**src/rtl/jbi_min_rq_rdq_rd_ctl_pkg.sv**
```systemverilog
// Shared widths and helpers for the RDQ read-side drain controller.
// Widths follow the JBI defaults for the RDQ payload and address.
package jbi_min_rq_rdq_rd_ctl_pkg;

  localparam int RDQ_W = 156;

  localparam int RDQ_AW = 4;

  localparam int SKID_DEPTH = 2;

  typedef logic [1:0] skid_cnt_t;

  // Room for one more read when queued plus in-flight stays under depth.
  function automatic logic skid_room(
    input skid_cnt_t cnt,
    input logic      inflight
  );
    return ({1'b0, cnt} + {2'b00, inflight}) < 3'(SKID_DEPTH);
  endfunction

endpackage

```
**src/rtl/jbi_min_rq_rdq_skid.sv**
```systemverilog
// Two-entry skid queue catching RDQ read data ahead of the consumer.
// Head/tail are a single toggle bit; tail is head offset by cnt.
module jbi_min_rq_rdq_skid
  import jbi_min_rq_rdq_rd_ctl_pkg::*;
#(
  parameter int DATA_W = RDQ_W
) (
  input  logic              clk,
  input  logic              arst_l,
  input  logic              push,
  input  logic [DATA_W-1:0] push_data,
  input  logic              pop,
  output skid_cnt_t         cnt,
  output logic [DATA_W-1:0] head
);

  logic [DATA_W-1:0] mem [SKID_DEPTH];
  logic              hd;
  logic              tl;

  assign tl   = hd ^ cnt[0];
  assign head = mem[hd];

  always_ff @(posedge clk or negedge arst_l) begin
    if (!arst_l) begin
      mem[0] <= '0;
      mem[1] <= '0;
      hd     <= 1'b0;
      cnt    <= '0;
    end else begin
      if (push)
        mem[tl] <= push_data;
      if (pop)
        hd <= ~hd;
      case ({push, pop})
        2'b10:   cnt <= cnt + 2'd1;
        2'b01:   cnt <= cnt - 2'd1;
        default: cnt <= cnt;
      endcase
    end
  end

endmodule

```
**src/rtl/jbi_min_rq_rdq_rd_ctl.sv**
```systemverilog
// RDQ read-side drain controller: pointer compare, read issue, skid output.
// Define JBI_RDQ_RD_PERF_EN to add the saturating pop counter perf_cnt.
module jbi_min_rq_rdq_rd_ctl
  import jbi_min_rq_rdq_rd_ctl_pkg::*;
#(
  parameter int DATA_W = RDQ_W,
  parameter int ADDR_W = RDQ_AW
) (
  input  logic              clk,
  input  logic              arst_l,
  input  logic [ADDR_W:0]   wptr,
  output logic              rdq_rd_en,
  output logic [ADDR_W-1:0] rdq_raddr,
  input  logic [DATA_W-1:0] rdq_rdata,
  output logic              out_vld,
  output logic [DATA_W-1:0] out_data,
  input  logic              out_rdy,
  output logic [ADDR_W:0]   rptr,
  output logic              rdq_empty
`ifdef JBI_RDQ_RD_PERF_EN
  ,
  output logic [15:0]       perf_cnt
`endif
);

  logic      rst_done;
  logic      inflight;
  logic      pop;
  logic      issue;
  skid_cnt_t cnt;

  assign rdq_empty = (wptr == rptr);
  assign rdq_raddr = rptr[ADDR_W-1:0];
  assign out_vld   = (cnt != '0);
  assign pop       = out_vld & out_rdy;
  assign issue     = rst_done & ~rdq_empty
                   & (skid_room(cnt, inflight) | pop);
  assign rdq_rd_en = issue;

  always_ff @(posedge clk or negedge arst_l) begin
    if (!arst_l) begin
      rst_done <= 1'b0;
      inflight <= 1'b0;
      rptr     <= '0;
    end else begin
      rst_done <= 1'b1;
      inflight <= issue;
      if (issue)
        rptr <= rptr + {{ADDR_W{1'b0}}, 1'b1};
    end
  end

  jbi_min_rq_rdq_skid #(
    .DATA_W (DATA_W)
  ) u_skid (
    .clk       (clk),
    .arst_l    (arst_l),
    .push      (inflight),
    .push_data (rdq_rdata),
    .pop       (pop),
    .cnt       (cnt),
    .head      (out_data)
  );

`ifdef JBI_RDQ_RD_PERF_EN
  always_ff @(posedge clk or negedge arst_l) begin
    if (!arst_l)
      perf_cnt <= '0;
    else if (pop && perf_cnt != 16'hFFFF)
      perf_cnt <= perf_cnt + 16'd1;
  end
`endif

endmodule

```
**config.mk**
```make
export PLATFORM = sky130hd
export DESIGN_NAME = jbi_min_rq_rdq_rd_ctl
export DESIGN_NICKNAME = d
export VERILOG_FILES = /design/src/rtl/jbi_min_rq_rdq_rd_ctl_pkg.sv /design/src/rtl/jbi_min_rq_rdq_skid.sv /design/src/rtl/jbi_min_rq_rdq_rd_ctl.sv
export SDC_FILE = /design/constraint.sdc
export NUM_CORES = 1
export LEC_CHECK = 0
export BUFFER_PORTS_ARGS = -buffer_cell sky130_fd_sc_hd__buf_2
export CAP_MARGIN = 0
export CORE_UTILIZATION = 45
export CTS_CLUSTER_SIZE = 16
export DETAILED_ROUTE_END_ITERATION = 16
export PLACE_DENSITY = 0.71
export SETUP_SLACK_MARGIN = 0.05
export SLEW_MARGIN = 20
export SYNTH_ARGS = -nofsm -noshare
export SYNTH_HDL_FRONTEND = slang
export SYNTH_SLANG_ARGS = --single-unit
```
**constraint.sdc**
```tcl
create_clock -name clk -period 1.95 [get_ports clk]
set_clock_uncertainty 0.2 [all_clocks]
set_input_delay 0.0975 -clock clk [delete_from_list [all_inputs] [get_ports clk]]
set_output_delay 0.0975 -clock clk [all_outputs]
set_load 0.05 [all_outputs]
```
==> flow_summary_export.csv <==
group,metric,value,unit
grt,antenna_found_initial,0,
synthesis,ys.flop_type,"dfrtp_1",
placement,portBuffers,331,
floorplan,initial_core_util,46.0,%
setup_path,critical_path.endpoint,"out_data[33]",
routing,drtAntennaViolNets,0,
synthesis,netlist_instances,883,
setup_path,cpPeakStageDelay,0.55,ns
cts,htree_levels,2,
routing,routed-wl-met3,3010,µm
synthesis,synth-seq-cells,322,
synthesis,syn_area,0.0145,mm²
job,cap_violations,0,
floorplan,io_pins,332,
setup_path,critPathLaunch,"u_skid.hd$_DFFE_PN0N_",
timing,finalSetupViolCount,468,
finish,area_delta_synth_final,53.1,%
finish,num_antenna_cells,0,
timing,slew_headroom,62.9,%
routing,drt-pass1-iter-count,4,
grt,grt_use_total,21.7,%
timing,worst_slack,-0.330,ns
routing,via_per_inst,5.26,
placement,gp_congestion,0.757,
synthesis,ys_warn_count,0,
timing,min_period,2.28,ns
setup_path,r2r_slack,-0.28,ns
timing,hold_viol,0,
floorplan,die-area,0.0330,mm²
timing,hold_ws,0.0994,ns
routing,vias,9981,
floorplan,die_h,182,µm
grt,grt_max_degree,61,
setup_path,crit_family,"buffers and inverters",
run_status,status,"complete, but fails checks",
setup_path,worstPathRequired,1.65,ns
synthesis,seq_area_frac_synth,55.4,%
grt,grt-ovfl-total,0,
run_status,failed_checks,"setup timing",
cts,cts_buffers,36,
min_path,hold_start,"wptr[3]",
routing,met1_length,16800,µm
setup_path,rr_startpoint,"u_skid.hd$_DFFE_PN0N_",
routing,routedWlPerCell,23.3,µm
cts,cts_max_path_buffers,3,
setup_path,reg2reg_depth,8,
floorplan,rows,65,
cts,tritoncts,"built",
placement,pre_cts_ws,0.0174,ns
timing,finalMaxSlewViolations,0,
finish,drive_above_1_share,65.9,%
routing,highest_layer,"met4",
floorplan,die_x,182,µm
timing,finalCritPeriodShare,117,%
routing,wl_met2,22700,µm
routing,dr.first_iter.drc_count,327,
finish,fin_util,70.4,%
timing,tightest_slew,0.556,ns
timing,rsz0062_at_grt,"true",
synthesis,synth_nets,1049,
setup_path,cp.depth,4,
setup_path,worst-path-max-fanout,7,
setup_path,path_buf_inv,3,
setup_path,arrival,1.98,ns
cts,clkSinkCount,322,
min_path,min_path_type,"input port to flip-flop",
synthesis,async_flop_share,100,%
cts,clk_pin_slew,0.06,ns
timing,max_freq,0.439,GHz
cts,clk_latency,0.50,ns
synthesis,syn_area_per_cell,16.5,µm²
routing,route.detailed.drc,0,
cts,clockRootBuffer,"clkbuf_16",
routing,drt_wl_total,44300,µm
setup_path,endpoint_kind,"primary output",
setup_path,r2r-end,"u_skid.mem[140]$_DFFE_PN0P_",
grt,grt_pass1_vias,10500,
synthesis,synthDistinctLibCells,24,
setup_path,cp-start-kind,"flip-flop",
grt,grt_pass1_wl,56900,µm
floorplan,core,0.0316,mm²
placement,dp_hpwl,22500,µm
setup_path,cp_slowest_cell,"dfrtp_4",
finish,fin_nets,1638,
setup_path,worstSetupPathType,"flip-flop to primary output",
setup_path,cp_common_cell,"clkbuf_16",
setup_path,path_cells,"clkbuf_16, clkbuf_16, mux2_4, buf_8",
synthesis,synth_edf_count,0,
==> cell usage in the layout, fill, tap and decap left out, types with 3 or more instances in the layout <==
cell / synthesis / layout
a211oi_1: 3 / 3
buf_12: 0 / 28
buf_16: 0 / 10
buf_2: 31 / 172
buf_4: 4 / 57
buf_6: 5 / 117
buf_8: 11 / 42
clkbuf_1: 5 / 9
clkbuf_16: 0 / 58
clkbuf_8: 0 / 7
clkinv_2: 0 / 7
dfrtp_1: 322 / 316
dfrtp_2: 0 / 5
dlygate4sd3_1: 0 / 161
mux2_2: 329 / 275
mux2_4: 140 / 194
xor2_1: 12 / 9
xor2_2: 0 / 3
==> final cells by class <==
class / instances / area, µm²
clock inverters: 10 / 104
flip-flops and latches: 322 / 8070
inverters: 2 / 7.51
clock buffers: 53 / 1060
fillers: 1894 / 9370
well taps: 402 / 503
multi-input cells: 502 / 6320
repair buffers: 608 / 6210
==> sequential cells by signal, indices dropped and copies added, names as in the netlist <==
name / count
rptr: 5
u_skid.hd: 1
rst_done: 1
u_skid.cnt: 2
u_skid.mem: 312
inflight: 1
==> worst min-delay path by stage <==
stage | to | cells past startpoint
finish | inflight$_DFF_PN0_ | 5
global route | inflight$_DFF_PN0_ | 5
CTS | inflight$_DFF_PN0_ | 4
detailed placement | u_skid.mem[193]$_DFFE_PN0P_ | 1
global placement | u_skid.mem[193]$_DFFE_PN0P_ | 1
floorplan | inflight$_DFF_PN0_ | 0
==> per-stage QoR <==
stage	std cells	TNS (ns)	area [µm²]
after global routing	1899	-117.11	22300
after global placement	1620	0	17200
final	1899	-93.80	22300
after CTS	1848	-51.79	20300
after detailed placement	1620	0	17200
after floorplan	883	0	14600
==> timing repair <==
action | CTS | global route
gates cloned | 2 | 27
endpoints found under the setup margin | 283 | 453
setup buffers | 2 | 24
endpoints found under the hold margin | 620 | 0
hold buffers | 161 | 0
pin swaps | 1 | 6
gates resized for setup | 89 | 455
==> worst register-to-register path, delay by kind of cell, from the launching register on <==
kind	cells	cell delay, ns
buffers and inverters	5	0.73
flip-flops	1	0.55
multiplexers	1	0.34
XOR/XNOR	1	0.17
AND/OR/NAND/NOR	1	0.12
==> synth_stat cells (all sizes together), types with 3 or more instances <==
cell type	number	area, µm²
mux2	469	5810
dfrtp	322	8060
buf	51	407
xor2	12	105
clkbuf	6	23.8
a211oi	3	22.5
==> metal layers <==
layer | up-vias | global-route usage (%)
li1 | 4351 | -
met1 | 5119 | 26.4
met2 | 386 | 37.3
met3 | 125 | 6.42
met4 | 0 | 5.80
met5 | - | 0
==> logic make-up after synthesis <==
kind of cell	Yosys count	synth area share, %
flip-flops	322	55.4
buffers and inverters	59	3.01
AO/OA/AOI/OAI	6	0.258
AND/OR/NAND/NOR	10	0.353
other	1	0.0258
multiplexers	469	39.9
XOR/XNOR	14	0.843
adder cells (fa/ha/maj)	2	0.172
Power is left out: the tool's default activity adds up to more than one toggle a clock period on the data nets, which glitch-free logic cannot reach.
